<file path="config.mk">
export PLATFORM = sky130hd
export DESIGN_NAME = mem_bus_arbiter
export DESIGN_NICKNAME = d
export VERILOG_FILES = /design/src/rtl/mem_bus_arbiter.sv
export SDC_FILE = /design/constraint.sdc
export NUM_CORES = 1
export LEC_CHECK = 0
export ABC_AREA = 1
export CAP_MARGIN = 5
export CORE_AREA = 10 10 567 569
export CTS_CLUSTER_DIAMETER = 30
export DETAILED_ROUTE_END_ITERATION = 10
export DIE_AREA = 0 0 577 579
export PLACE_DENSITY = 0.3
export SYNTH_ARGS = -nofsm -noshare
export SYNTH_HDL_FRONTEND = slang
export SYNTH_SLANG_ARGS = --single-unit
</file>
<file path="constraint.sdc">
create_clock -name clock -period 10.7 [get_ports clock]
set_input_delay 1.605 -clock clock [delete_from_list [all_inputs] [get_ports clock]]
set_output_delay 1.605 -clock clock [all_outputs]
set_load 0.005 [all_outputs]
</file>
<file path="src/rtl/mem_bus_arbiter.sv">
// Round-robin arbiter sharing one L2/memory bus port among NUM_REQ requesters.
// One transaction in flight at a time; it completes on mem_ready or, optionally, on timeout.
module mem_bus_arbiter #(
  parameter int NUM_REQ     = 2,
  parameter int LINE_W      = 256,
  parameter int TIMEOUT_CYC = 1024
) (
  input  logic                       clock,
  input  logic                       reset,
  input  logic [NUM_REQ-1:0]         req_load,
  input  logic [NUM_REQ-1:0]         req_store,
  input  logic [NUM_REQ*64-1:0]      req_addr,
  input  logic [NUM_REQ*LINE_W-1:0]  req_wdata,
  output logic [NUM_REQ-1:0]         resp_ready,
  output logic [NUM_REQ-1:0]         resp_error,
  output logic [LINE_W-1:0]          resp_rdata,
  output logic                       mem_req_load,
  output logic                       mem_req_store,
  output logic [63:0]                mem_addr,
  output logic [LINE_W-1:0]          mem_wdata,
  input  logic                       mem_ready,
  input  logic [LINE_W-1:0]          mem_rdata,
  output logic                       grant_valid,
  output logic [$clog2(NUM_REQ)-1:0] grant_id
);

  localparam int ID_W    = $clog2(NUM_REQ);
  localparam int CNT_W   = (TIMEOUT_CYC > 1) ? $clog2(TIMEOUT_CYC) : 1;
  localparam int TO_LAST = (TIMEOUT_CYC > 0) ? (TIMEOUT_CYC - 1) : 0;

  typedef enum logic [0:0] {
    ST_IDLE = 1'b0,
    ST_BUSY = 1'b1
  } state_t;

  state_t              state_r, state_nxt_s;
  logic [ID_W-1:0]     rr_ptr_r, rr_ptr_nxt_s;
  logic [ID_W-1:0]     grant_id_r, grant_id_nxt_s;
  logic [CNT_W-1:0]    cnt_r, cnt_nxt_s;
  logic                mem_req_load_r, load_nxt_s;
  logic                mem_req_store_r, store_nxt_s;
  logic [63:0]         mem_addr_r, addr_nxt_s;
  logic [LINE_W-1:0]   mem_wdata_r, wdata_nxt_s;
  logic [NUM_REQ-1:0]  active_s;
  logic [NUM_REQ-1:0]  owner_onehot_s;
  logic                win_found_s;
  logic [ID_W-1:0]     win_idx_s;
  logic                timeout_s;
  logic [NUM_REQ-1:0]  resp_ready_s, resp_error_s;
  logic [LINE_W-1:0]   resp_rdata_s;

  // (base + off) mod NUM_REQ, used for the rotating search and pointer advance
  function automatic logic [ID_W-1:0] rr_index(input logic [ID_W-1:0] base, input int off);
    int sum_v;
    sum_v = int'(base) + off;
    return ID_W'(sum_v % NUM_REQ);
  endfunction

  assign active_s       = req_load | req_store;
  assign owner_onehot_s = {{(NUM_REQ-1){1'b0}}, 1'b1} << grant_id_r;
  assign timeout_s      = (TIMEOUT_CYC != 0) && (cnt_r == CNT_W'(TO_LAST));

  // Round-robin search: first active requester starting at rr_ptr_r
  always_comb begin
    win_found_s = 1'b0;
    win_idx_s   = {ID_W{1'b0}};
    for (int i = 0; i < NUM_REQ; i++) begin
      win_idx_s   = (!win_found_s && active_s[rr_index(rr_ptr_r, i)]) ? rr_index(rr_ptr_r, i) : win_idx_s;
      win_found_s = win_found_s | active_s[rr_index(rr_ptr_r, i)];
    end
  end

  // Next-state and response logic for the IDLE/BUSY transaction FSM
  always_comb begin
    state_nxt_s    = state_r;
    rr_ptr_nxt_s   = rr_ptr_r;
    grant_id_nxt_s = grant_id_r;
    cnt_nxt_s      = cnt_r;
    load_nxt_s     = mem_req_load_r;
    store_nxt_s    = mem_req_store_r;
    addr_nxt_s     = mem_addr_r;
    wdata_nxt_s    = mem_wdata_r;
    resp_ready_s   = {NUM_REQ{1'b0}};
    resp_error_s   = {NUM_REQ{1'b0}};
    resp_rdata_s   = {LINE_W{1'b0}};
    case (state_r)
      ST_IDLE: begin
        if (win_found_s) begin
          state_nxt_s    = ST_BUSY;
          grant_id_nxt_s = win_idx_s;
          cnt_nxt_s      = {CNT_W{1'b0}};
          // store has priority when a requester raises both
          store_nxt_s    = req_store[win_idx_s];
          load_nxt_s     = req_load[win_idx_s] & ~req_store[win_idx_s];
          addr_nxt_s     = req_addr[int'(win_idx_s)*64 +: 64];
          wdata_nxt_s    = req_wdata[int'(win_idx_s)*LINE_W +: LINE_W];
        end else begin
          cnt_nxt_s      = {CNT_W{1'b0}};
        end
      end
      ST_BUSY: begin
        if (mem_ready || timeout_s) begin
          resp_ready_s = owner_onehot_s;
          resp_error_s = mem_ready ? {NUM_REQ{1'b0}} : owner_onehot_s;
          resp_rdata_s = mem_ready ? mem_rdata : {LINE_W{1'b0}};
          state_nxt_s  = ST_IDLE;
          rr_ptr_nxt_s = rr_index(grant_id_r, 1);
          cnt_nxt_s    = {CNT_W{1'b0}};
          load_nxt_s   = 1'b0;
          store_nxt_s  = 1'b0;
        end else begin
          cnt_nxt_s    = cnt_r + CNT_W'(1);
        end
      end
      default: begin
        state_nxt_s = ST_IDLE;
        load_nxt_s  = 1'b0;
        store_nxt_s = 1'b0;
      end
    endcase
  end

  // State and downstream request registers
  always_ff @(posedge clock or posedge reset) begin
    if (reset) begin
      state_r         <= ST_IDLE;
      rr_ptr_r        <= {ID_W{1'b0}};
      grant_id_r      <= {ID_W{1'b0}};
      cnt_r           <= {CNT_W{1'b0}};
      mem_req_load_r  <= 1'b0;
      mem_req_store_r <= 1'b0;
      mem_addr_r      <= 64'h0;
      mem_wdata_r     <= {LINE_W{1'b0}};
    end else begin
      state_r         <= state_nxt_s;
      rr_ptr_r        <= rr_ptr_nxt_s;
      grant_id_r      <= grant_id_nxt_s;
      cnt_r           <= cnt_nxt_s;
      mem_req_load_r  <= load_nxt_s;
      mem_req_store_r <= store_nxt_s;
      mem_addr_r      <= addr_nxt_s;
      mem_wdata_r     <= wdata_nxt_s;
    end
  end

  assign resp_ready    = resp_ready_s;
  assign resp_error    = resp_error_s;
  assign resp_rdata    = resp_rdata_s;
  assign mem_req_load  = mem_req_load_r;
  assign mem_req_store = mem_req_store_r;
  assign mem_addr      = mem_addr_r;
  assign mem_wdata     = mem_wdata_r;
  assign grant_valid   = (state_r == ST_BUSY);
  assign grant_id      = grant_id_r;

endmodule
</file>
* After elaboration in Yosys (flattened, before gate mapping)
Index checks and enable logic that the tools add are counted.
** Word-level totals
- Register bits :: 335
- Input port bits :: 903
- Output and inout port bits :: 584
- Logic and storage cells :: 59
** Operators by class
- Add/subtract/negate cells :: 3
- Magnitude comparators :: 3
- Eq/ne operators :: 3
- Shifts and indexed selects :: 3
- Multiplexer cells :: 28
- Bitwise logic cells :: 5
- Reduce and logical (&&, ||, !) cells :: 6
** Operator list (number)
- 256-bit two-way mux :: 3
- 512-bit by 10-bit indexed part select with 256-bit output :: 1
- 128-bit by 8-bit indexed part select with 64-bit output :: 1
- 10-bit one-hot mux with 2 select lines :: 1
- 1-bit two-way mux :: 15
- 10-bit by 1-bit adder with 10-bit output (second input constant) :: 1
- 10-bit equality test (second input constant) :: 1
- 10-bit two-way mux :: 1
- 2-bit two-way mux :: 5
- 1-bit by 2-bit < comparator with 1-bit output (second input constant) :: 3
- 1-bit one-hot mux with 2 select lines :: 3
- 2-bit AND reduction :: 3
- 1-bit adder (second input constant) :: 2
- 2-bit by 1-bit != test with 1-bit output (second input constant) :: 1
- 2-bit != test (second input constant) :: 1
- 1-bit NOT :: 2
- 2-bit bitwise OR :: 1
- 1-bit by 1-bit left shift with 2-bit output (first input constant) :: 1
- 1-bit AND :: 1
- 1-bit logical AND :: 1
- 1-bit zero test :: 1
- 1-bit logical OR :: 1
- 1-bit bitwise OR :: 1

* Logic depth before layout (Yosys ltp)
Gate-level depths: netlist of run 1.
- Word-level depth :: 12
- Mapped depth :: 8
- Mapped depth without buffers :: 8

* Worst setup path before layout of run 1
OpenSTA, ideal clock, no wires.
- Kind :: input-to-output
- Start point :: in mem_ready
- End point :: out resp_rdata[215]
- Arrival :: 2.332 ns
- Required time :: 9.095 ns
- Slack :: 6.763 ns
- Stages on the path :: 4
- Buffers on the path :: 2
- Path through :: nand2_1 -> clkbuf_1 -> buf_1 -> nor2_1
** On the way
- Word-level cells in the longest chain between the ends :: 3
- Elaborated cells between the ends (all ways) :: 4
- Those cells by class :: mux (3); reduce/logical (1)
** RTL lines
- from (decl) :: line 21 : input logic mem_ready,
- 256-bit two-way mux / 1-bit logical OR (equally long branches) :: line 105, 102
- 256-bit two-way mux (*) :: line 102 : if (mem_ready || timeout_s) begin
- 256-bit two-way mux (*) :: line 86 : case (state_r)
- to (decl) :: line 16 : output logic [LINE_W-1:0] resp_rdata,
Mark *: on every way between the ends. The rest lies on a longest branch, timed or not.

* Worst setup path in the final report of run 1
- Start point :: in mem_ready
- End point :: out resp_rdata[234]
Same word-level chain as after synthesis.

==> summary.txt, run 1 <==
Class of the tightest hold or removal check - reg2reg
CP Capture Type - output port
Final-stage net count - 4,775
Share of layout cells above drive strength 1 - 6.04%
Area growth from synthesis to layout - 143%
Proportion of netlist area held by the largest area contributor - 49.1%
Final wirelength - 247,000 um
Cell count after synthesis - 2,381
CTS tree - yes
Area of the die - 0.334 mm2
Synth unique cells - 22
Number of design rule violations left after detail routing - 0
Fill cell total of the finished layout - 35,800
Core outline area - 0.310 mm2
Worst Setup Start Kind - input pin
Count of max-cap constraint violations - 0
Wire length per cell after detailed routing - 30.2 um
Clock Latency Late Sink - 0.78 ns
Storage cell area - 0.00838 mm2
Routability Congestion - 0.876
Commonest non-fill, non-tap cells in the layout - sky130_fd_sc_hd__clkdlybuf4s50_1 (1,486), sky130_fd_sc_hd__nor2_1 (595), sky130_fd_sc_hd__o21ai_0 (344)
Slowest stage delay, CP - 0.72 ns
Count of instances resized after the clock tree is built - 0
Number of global-route vias before repair - 25,700
Flip-flop and latch count after synthesis - 335
CP most frequent cell - sky130_fd_sc_hd__clkdlybuf4s50_1
Antenna violations before repair - 268
Seq/Total Area, Yosys - 49.1%
Slew @ Worst Pin - 1.24 ns
Biggest fanout along the worst timing path - 177
Leading cell type in the layout, fill and taps excluded - sky130_fd_sc_hd__clkdlybuf4s50_1
CTS Hold Bufs - 0
Peak VDD IR - 133 uV
Pre-Repair DR Iteration Count - 5
Biggest area consumer among synthesized cells - sky130_fd_sc_hd__dfrtp_1
Number of vias in the routed layout - 24,100
Number of I/O port buffers - 1,486
Fraction of the core area covered by cells at the end of the flow - 13.4%
Number of max-slew violations in the final report - 0
Clk sinks - 335
Number of routed nets with antenna violations - 0
Worst hold path depth - 2
Post-layout power - 11,100 uW
Source of the worst hold timing path - mem_wdata[253]
Total negative setup slack - 0 ns
Post-synthesis area per instance - 7.17 um2
Required time of the critical path - 9.10 ns
Final setup vio count - 0
Placed wire-length estimate - 215,000 um
Clock Path Buffers - 4
Global-route wire length before repair - 303,000 um
Worst-path clk slew - 0.03 ns
Final critical path time including I/O delays and setup - 5.82 ns
Reg-to-Reg End - mem_wdata[235]
Worst hold-check slack - 0.480 ns
Num ports - 1,487
Final period util - 54.4%
Run status - completed
Total nets after synthesis - 3,285
Total clock buffers created by CTS - 151
Static leakage power - 0.0164 uW
Post-CTS setup repair buffer count - 0
Total GRT Usage - 14.0%
Critical Path, Cell by Cell - clkdlybuf4s50_1 -> nand2_4 -> buf_12 -> nor2_1 -> clkdlybuf4s50_1
Vias per cell - 2.95
Chip width - 577 um
Number of design-rule violations left by the first detailed-router iteration - 1,334
Largest cells by area after synthesis - sky130_fd_sc_hd__dfrtp_1 (49%), sky130_fd_sc_hd__nor2_1 (13%), sky130_fd_sc_hd__o21ai_0 (10%)
RSZ-0062 raised after global routing - no
Pin count of the biggest net entering global routing - 178
WHS Endpoint - mem_wdata[253]
Cell class contributing the biggest share of worst-path delay - buffers and inverters
Combined buffer and inverter count along the critical path - 3
Fin Clk Skew - 0.0402 ns
Setup slack of the worst register-to-register path - 7.29 ns
Yosys Warn Count - 0
Initial cell density of the core - 5.50%
CP Data Arrival Time - 4.21 ns
Number of cells traversed by the worst register-to-register path - 6
Chip height - 579 um
Maximum clock frequency - 172 MHz
Root Buffer Master - sky130_fd_sc_hd__clkbuf_16
Power density normalized to cell area - 268 mW/mm2
Crit path kind - in2out
Max stage delay cell, worst path - sky130_fd_sc_hd__nand2_4
Multi-input gate area - 0.00692 mm2
Mapped cell area - 0.0171 mm2
Final Hold Viols - 0
Startpoint of the worst register-to-register path - grant_valid
FP Rows - 205
Rel. slew slack - 17.4%
H-tree levels - 4
Overflow after GRT - 0
[stage by stage]
| stage | instance area, um2 | setup slack [ns] | cells |
|---|---|---|---|
| after floorplan | 17100 | 4.62 | 2381 |
| after global placement | 36600 | 4.91 | 7858 |
| after detailed placement | 36600 | 4.87 | 7858 |
| after CTS | 41400 | 4.87 | 8116 |
| after global routing | 41400 | 4.71 | 8129 |
| final | 41500 | 4.88 | 8183 |
[cell families after synthesis]
logic type | count (synthesis) | share of synthesized area, %
flip-flops | 335 | 49.1
AND/OR/NAND/NOR | 949 | 21.1
adder cells (fa/ha/maj) | 1 | 0.0733
XOR/XNOR | 7 | 0.359
buffers and inverters | 444 | 10.4
AO/OA/AOI/OAI | 645 | 19.0
[how the worst max path moves through the flow]
stage | cells after the start | startpoint | end | slack, ns
2_1_floorplan | 1 | reset | cnt_r[0] | 4.62
3_3_place_gp | 5 | mem_ready | resp_rdata[234] | 4.91
3_5_place_dp | 5 | mem_ready | resp_rdata[234] | 4.87
4_1_cts | 5 | mem_ready | resp_rdata[234] | 4.87
5_1_grt | 5 | mem_ready | resp_rdata[251] | 4.71
6_report | 5 | mem_ready | resp_rdata[234] | 4.88
[power by group]
group	leakage [uW]	total (uW)	switching [uW]	internal (uW)
logic	0.0100	4810	2690	2120
clock network	0.00232	4000	1170	2830
registers	0.00406	2310	400	1910
total	0.0164	11100	4270	6850
[layer usage]
metal | vias up | global-route usage [%] | share of wire [%]
met5 | - | 0 | 0.56
met4 | 208 | 3.86 | 3.4
met3 | 551 | 9.32 | 14
met2 | 1433 | 25.4 | 50
met1 | 11400 | 12.7 | 32
li1 | 10600 | - | -
[sequential cells by signal, summed over array words and instances, names as in the netlist]
signal / cells
rr_ptr_r: 1
grant_id: 1
grant_valid: 1
mem_req_store: 1
mem_wdata: 256
mem_req_load: 1
mem_addr: 64
cnt_r: 10
[tightest hold or removal path: cells and delay by family (launching register included)]
family,cells,cell delay [ns]
AND/OR/NAND/NOR,1,0.05
AO/OA/AOI/OAI,1,0.06
flip-flops,1,0.33
[cells in the mapped netlist]
master / instances
sky130_fd_sc_hd__clkbuf_1: 91
sky130_fd_sc_hd__xnor2_1: 3
sky130_fd_sc_hd__nand2_1: 341
sky130_fd_sc_hd__o21ai_1: 300
sky130_fd_sc_hd__buf_6: 2
sky130_fd_sc_hd__nor2_1: 595
sky130_fd_sc_hd__clkinv_1: 1
sky130_fd_sc_hd__nor3_1: 1
sky130_fd_sc_hd__o21ai_0: 344
sky130_fd_sc_hd__nor2_4: 2
sky130_fd_sc_hd__ha_1: 1
sky130_fd_sc_hd__buf_1: 4
sky130_fd_sc_hd__inv_1: 272
sky130_fd_sc_hd__nand4_1: 3
sky130_fd_sc_hd__a21oi_4: 1
sky130_fd_sc_hd__buf_2: 68
sky130_fd_sc_hd__inv_2: 2
sky130_fd_sc_hd__buf_4: 4
sky130_fd_sc_hd__dfrtp_1: 335
sky130_fd_sc_hd__xor2_1: 4
sky130_fd_sc_hd__nand3_1: 6
sky130_fd_sc_hd__nor2_2: 1
[final cells by class]
type / count / area share (%)
diodes: 67 / 0.404
clock buffers: 237 / 10.8
clock inverters: 21 / 0.545
inverters: 275 / 2.53
multi-input cells: 1602 / 16.7
flip-flops and latches: 335 / 20.2
well taps: 4140 / 12.5
repair buffers: 1506 / 36.4
No activity file was read; power rests on OpenSTA's default activity.
==> run 2: changes to the inputs <==
Clock period 10.7 ns to 5 ns, I/O delays scaled along.
==> run 2 against run 1 <==
Register-to-register slack got worse by 4.7 ns. Clock skew rose by 0.024 ns. Combinational power rose by 120%. Sequential share of layout area down 0.084 points. Worst hold slack hardly changed. Sequential cell count stayed put. Design area increased by 0.42%. Largest power group unchanged.
==> summary.txt, run 2 (synthesis gave the netlist of run 1 again) <==
Run status - completed
Count of instances resized after the clock tree is built - 0
Placed insts - 7,892
Leading cell type in the layout, fill and taps excluded - sky130_fd_sc_hd__clkdlybuf4s50_1
Required time of the critical path - 4.25 ns
Final cell count without fillers - 8,195
Area of the die - 0.334 mm2
Slew @ Worst Pin - 1.02 ns
Root Buffer Master - sky130_fd_sc_hd__clkbuf_16
Area growth from synthesis to layout - 144%
Final setup vio count - 0
Critical Path, Cell by Cell - clkdlybuf4s50_1 -> nand2_4 -> buf_4 -> nor2_1 -> clkdlybuf4s50_1
Class of the tightest hold or removal check - reg2reg
Post-Layout Inst Area - 0.0417 mm2
Final-stage net count - 4,803
Total clock buffers created by CTS - 145
Number of routed nets with antenna violations - 0
Post-layout power - 23,700 uW
Pin count of the biggest net entering global routing - 106
Global-route wire length before repair - 301,000 um
Fin Clk Skew - 0.0642 ns
Routability Congestion - 0.888
Final period util - 79.0%
Clock Latency Late Sink - 0.77 ns
Combined buffer and inverter count along the critical path - 3
Chip width - 577 um
Number of I/O port buffers - 1,486
Count of max-cap constraint violations - 0
Overflow after GRT - 0
RSZ-0062 raised after global routing - no
Storage cell area - 0.00838 mm2
CP most frequent cell - sky130_fd_sc_hd__clkdlybuf4s50_1
Clk sinks - 335
FP Rows - 205
Rel. slew slack - 32.0%
Placed cell area - 0.0370 mm2
Number of design rule violations left after detail routing - 0
Number of global-route vias before repair - 25,500
Total GRT Usage - 13.9%
Share of layout cells above drive strength 1 - 6.51%
Commonest non-fill, non-tap cells in the layout - sky130_fd_sc_hd__clkdlybuf4s50_1 (1,486), sky130_fd_sc_hd__nor2_1 (595), sky130_fd_sc_hd__o21ai_0 (343)
Multi-input gate area - 0.00692 mm2
Clock Path Buffers - 4
Final wirelength - 246,000 um
Num ports - 1,487
Final critical path time including I/O delays and setup - 3.95 ns
Cell class contributing the biggest share of worst-path delay - buffers and inverters
Worst Setup Start Kind - input pin
Number of flip-flops under the largest register name - 256
Number of vias in the routed layout - 24,300
Initial cell density of the core - 5.50%
Max stage delay cell, worst path - sky130_fd_sc_hd__buf_4
Fraction of the core area covered by cells at the end of the flow - 13.4%
Antenna violations before repair - 269
Final Hold Viols - 0
Peak VDD IR - 391 uV
CP Data Arrival Time - 3.20 ns
Biggest fanout along the worst timing path - 74
Maximum clock frequency - 253 MHz
Slowest stage delay, CP - 0.67 ns
Power density normalized to cell area - 569 mW/mm2
Number of design-rule violations left by the first detailed-router iteration - 1,223
Worst-path clk slew - 0.03 ns
CTS Hold Bufs - 0
Static leakage power - 0.0165 uW
H-tree levels - 4
Core outline area - 0.310 mm2
CTS tree - yes
Wire length per cell after detailed routing - 30.0 um
Pre-Repair DR Iteration Count - 7
Worst hold-check slack - 0.480 ns
Post-CTS setup repair buffer count - 0
CP Capture Type - output port
Chip height - 579 um
Crit path kind - in2out
Number of max-slew violations in the final report - 0
Fill cell total of the finished layout - 35,700
Placed wire-length estimate - 217,000 um
Vias per cell - 2.96
run 2: changes by cell type in the layout (fill, tap and decap cells not counted):
cell	previous run	this run
sky130_fd_sc_hd__diode_2	67	63
sky130_fd_sc_hd__clkbuf_16	151	148
sky130_fd_sc_hd__clkbuf_8	40	39
sky130_fd_sc_hd__inv_6	5	3
sky130_fd_sc_hd__o21ai_1	300	301
sky130_fd_sc_hd__clkinv_2	10	4
sky130_fd_sc_hd__inv_16	2	1
sky130_fd_sc_hd__buf_12	7	17
sky130_fd_sc_hd__clkinv_16	2	1
sky130_fd_sc_hd__clkbuf_1	46	42
sky130_fd_sc_hd__o21ai_0	344	343
sky130_fd_sc_hd__buf_4	13	36
sky130_fd_sc_hd__buf_6	0	1
run 2: path summary, 6_finish.rpt:
path | slack (ns) | startpoint | cells past startpoint | endpoint
min | 0.48 | mem_wdata[90] | 2 | mem_wdata[90]
max reg2reg | 2.56 | rr_ptr_r | 6 | mem_wdata[202]
min reg2reg | 0.48 | mem_wdata[90] | 2 | mem_wdata[90]
min in group asynchronous | 0.58 | reset | 2 | mem_addr[47]
max in group asynchronous | 3.16 | reset | 4 | mem_addr[24]
max | 1.05 | mem_ready | 5 | resp_rdata[215]
run 2: area by class of cell:
class,count,share of cell area (%)
multi-input combinational,1602,16.6
clock buffer,229,10.5
inverter,275,2.52
timing repair buffer,1540,37.2
antenna,63,0.378
sequential,335,20.1
clock inverter,11,0.309
tap,4140,12.4
run 2: routing by layer:
layer  track usage, %  vias up  part of all wire, %
met5                0        -                 0.55
met4             2.63      210                  2.4
met3             9.22      553                   14
met2             25.7     1428                   51
met1             12.8    11400                   32
li1                 -    10600                    -
run 2: worst min-delay path, stage by stage (launching register included):
cell and delay [ns]:
sky130_fd_sc_hd__dfrtp_1 0.33, sky130_fd_sc_hd__nand2_1 0.05, sky130_fd_sc_hd__o21ai_0 0.06
run 2: power breakdown:
part / leakage (uW) / internal (uW) / switching (uW) / total [uW]
Clock: 0.00222 / 5880 / 2370 / 8250
Combinational: 0.0102 / 4710 / 5830 / 10500
Sequential: 0.00406 / 4080 / 841 / 4920
run 2: metrics by stage:
stage	TNS (ns)	setup slack [ns]
final	0	1.05
after global routing	0	0.705
after CTS	0	0.845
after detailed placement	0	1.01
after global placement	0	1.04
after floorplan	-75.91	-0.227
==> run 3: changes to the inputs <==
Clock period 5 ns to 3.3 ns, I/O delays scaled along.
==> run 3 against run 2 <==
Wire length about the same. Sequential share of layout area decreased by 0.52 points. Worst hold slack lost 0.28 ns. Highest routed layer unchanged. Combinational power grew 58%. Critical endpoint is now resp_ready[0]. Non-clock buffer count grew 40. Core utilization increased by 0.36 points. Design area increased by 2.7%. First-iteration DRC count is 6.6% higher. Largest power group unchanged. Total power up 56%. Via count grew 1.2%.
==> summary.txt, run 3 (synthesis gave the netlist of run 1 again) <==
CTS tree - yes
Crit path kind - reg2out
Vias per cell - 2.97
Pre-Repair DR Iteration Count - 5
Final period util - 94.8%
Leading cell type in the layout, fill and taps excluded - sky130_fd_sc_hd__clkdlybuf4s50_1
Routability Congestion - 0.887
Rel. slew slack - 53.6%
Number of design rule violations left after detail routing - 0
Chip width - 577 um
Worst hold-check slack - 0.199 ns
CTS Hold Bufs - 0
Peak VDD IR - 383 uV
Required time of the critical path - 2.80 ns
Core outline area - 0.310 mm2
Final wirelength - 246,000 um
Final-stage net count - 4,846
Slew @ Worst Pin - 0.694 ns
Class of the tightest hold or removal check - in2async
Biggest fanout along the worst timing path - 5
Commonest non-fill, non-tap cells in the layout - sky130_fd_sc_hd__clkdlybuf4s50_1 (1,407), sky130_fd_sc_hd__nor2_1 (594), sky130_fd_sc_hd__o21ai_0 (344)
Num ports - 1,487
Multi-input gate area - 0.00692 mm2
Placed cell area - 0.0379 mm2
Met2 Resource Use GR - 25.4%
Number of global-route vias before repair - 25,900
Global Route met1 Usage - 12.9%
Number of I/O port buffers - 1,486
Final Hold Viols - 0
Final critical path time including I/O delays and setup - 3.13 ns
Total clock buffers created by CTS - 148
Fill cell total of the finished layout - 35,600
Root Buffer Master - sky130_fd_sc_hd__clkbuf_16
Clock Latency Late Sink - 0.78 ns
Post-Layout Inst Area - 0.0428 mm2
Area growth from synthesis to layout - 151%
Area of the die - 0.334 mm2
Run status - completed
Most used routing layer in global routing - met2
Number of max-slew violations in the final report - 0
Fraction of the core area covered by cells at the end of the flow - 13.8%
Number of routed nets with antenna violations - 0
CP Capture Type - output port
Total GRT Usage - 13.9%
Post-layout power - 36,900 uW
Final cell count without fillers - 8,255
Clock Path Buffers - 4
RSZ-0062 raised after global routing - no
Storage cell area - 0.00838 mm2
Wire length per cell after detailed routing - 29.8 um
Share of layout cells above drive strength 1 - 9.78%
Chip height - 579 um
Global-route wire length before repair - 302,000 um
FP Rows - 205
Placed wire-length estimate - 217,000 um
Maximum clock frequency - 320 MHz
H-tree levels - 4
Final setup vio count - 0
Antenna violations before repair - 274
Fin Clk Skew - 0.0666 ns
Number of flip-flops under the largest register name - 256
Count of max-cap constraint violations - 0
Placed insts - 7,930
Power density normalized to cell area - 862 mW/mm2
CP Data Arrival Time - 2.63 ns
Overflow after GRT - 0
Static leakage power - 0.0172 uW
Clk sinks - 335
Worst-path clk slew - 0.04 ns
Pin count of the biggest net entering global routing - 145
Worst Setup Start Kind - flop
Number of design-rule violations left by the first detailed-router iteration - 1,304
GRT met3 Usage - 8.80%
Number of vias in the routed layout - 24,600
Initial cell density of the core - 5.50%
==> run 3: power by group <==
group / switching [uW] / internal (uW) / leakage, uW
combinational: 9030 / 7570 / 0.0108
sequential: 1260 / 6190 / 0.00406
clock: 3690 / 9160 / 0.00231
==> run 3: layer usage <==
layer,wire length [um],vias to the layer above
met3,33400,568
met2,124000,1457
met4,7990,218
met1,78800,11600
met5,1460,-
li1,-,10700
==> run 3: what timing repair did <==
action	4_1_cts	5_1_grt
buffers inserted	1	0
pin swaps	0	0
endpoints found under the setup margin	3	23
resized for setup	3	1
cloned	0	1
==> run 3: cell type report <==
cell class	count	area share, %
inverter	275	2.45
antenna	66	0.386
clock buffer	237	10.6
sequential	335	19.6
timing repair buffer	1580	38.4
multi-input combinational	1602	16.2
tap	4140	12.1
clock inverter	20	0.397
==> run 3: path summary, 6_finish.rpt <==
kind / start / end / slack (ns) / cells after the start
max: cnt_r[1] / resp_ready[0] / 0.17 / 8
min: reset / mem_addr[49] / 0.20 / 2
max reg2reg: grant_valid / mem_wdata[136] / 1.17 / 6
min reg2reg: mem_wdata[96] / mem_wdata[96] / 0.48 / 2
max in group asynchronous: reset / mem_wdata[250] / 2.01 / 3
min in group clock: req_wdata[315] / mem_wdata[59] / 0.31 / 3
==> run 3: metrics by stage <==
step / TNS (ns) / setup slack, ns
finish: 0 / 0.173
floorplan: -559.99 / -1.67
global route: 0 / 0.00723
CTS: 0 / 0.0236
detailed placement: 0 / 0.303
global placement: 0 / 0.313
==> run 3: worst max-delay path: stages, from the launching register on <==
cell and delay (ns):
sky130_fd_sc_hd__dfrtp_1 0.36, sky130_fd_sc_hd__ha_1 0.20, sky130_fd_sc_hd__nand2_1 0.08, sky130_fd_sc_hd__nor2_2 0.18, sky130_fd_sc_hd__nand3_1 0.13, sky130_fd_sc_hd__nand2_2 0.15, sky130_fd_sc_hd__nand3_1 0.13, sky130_fd_sc_hd__inv_1 0.10
sky130_fd_sc_hd__clkdlybuf4s50_1 0.55
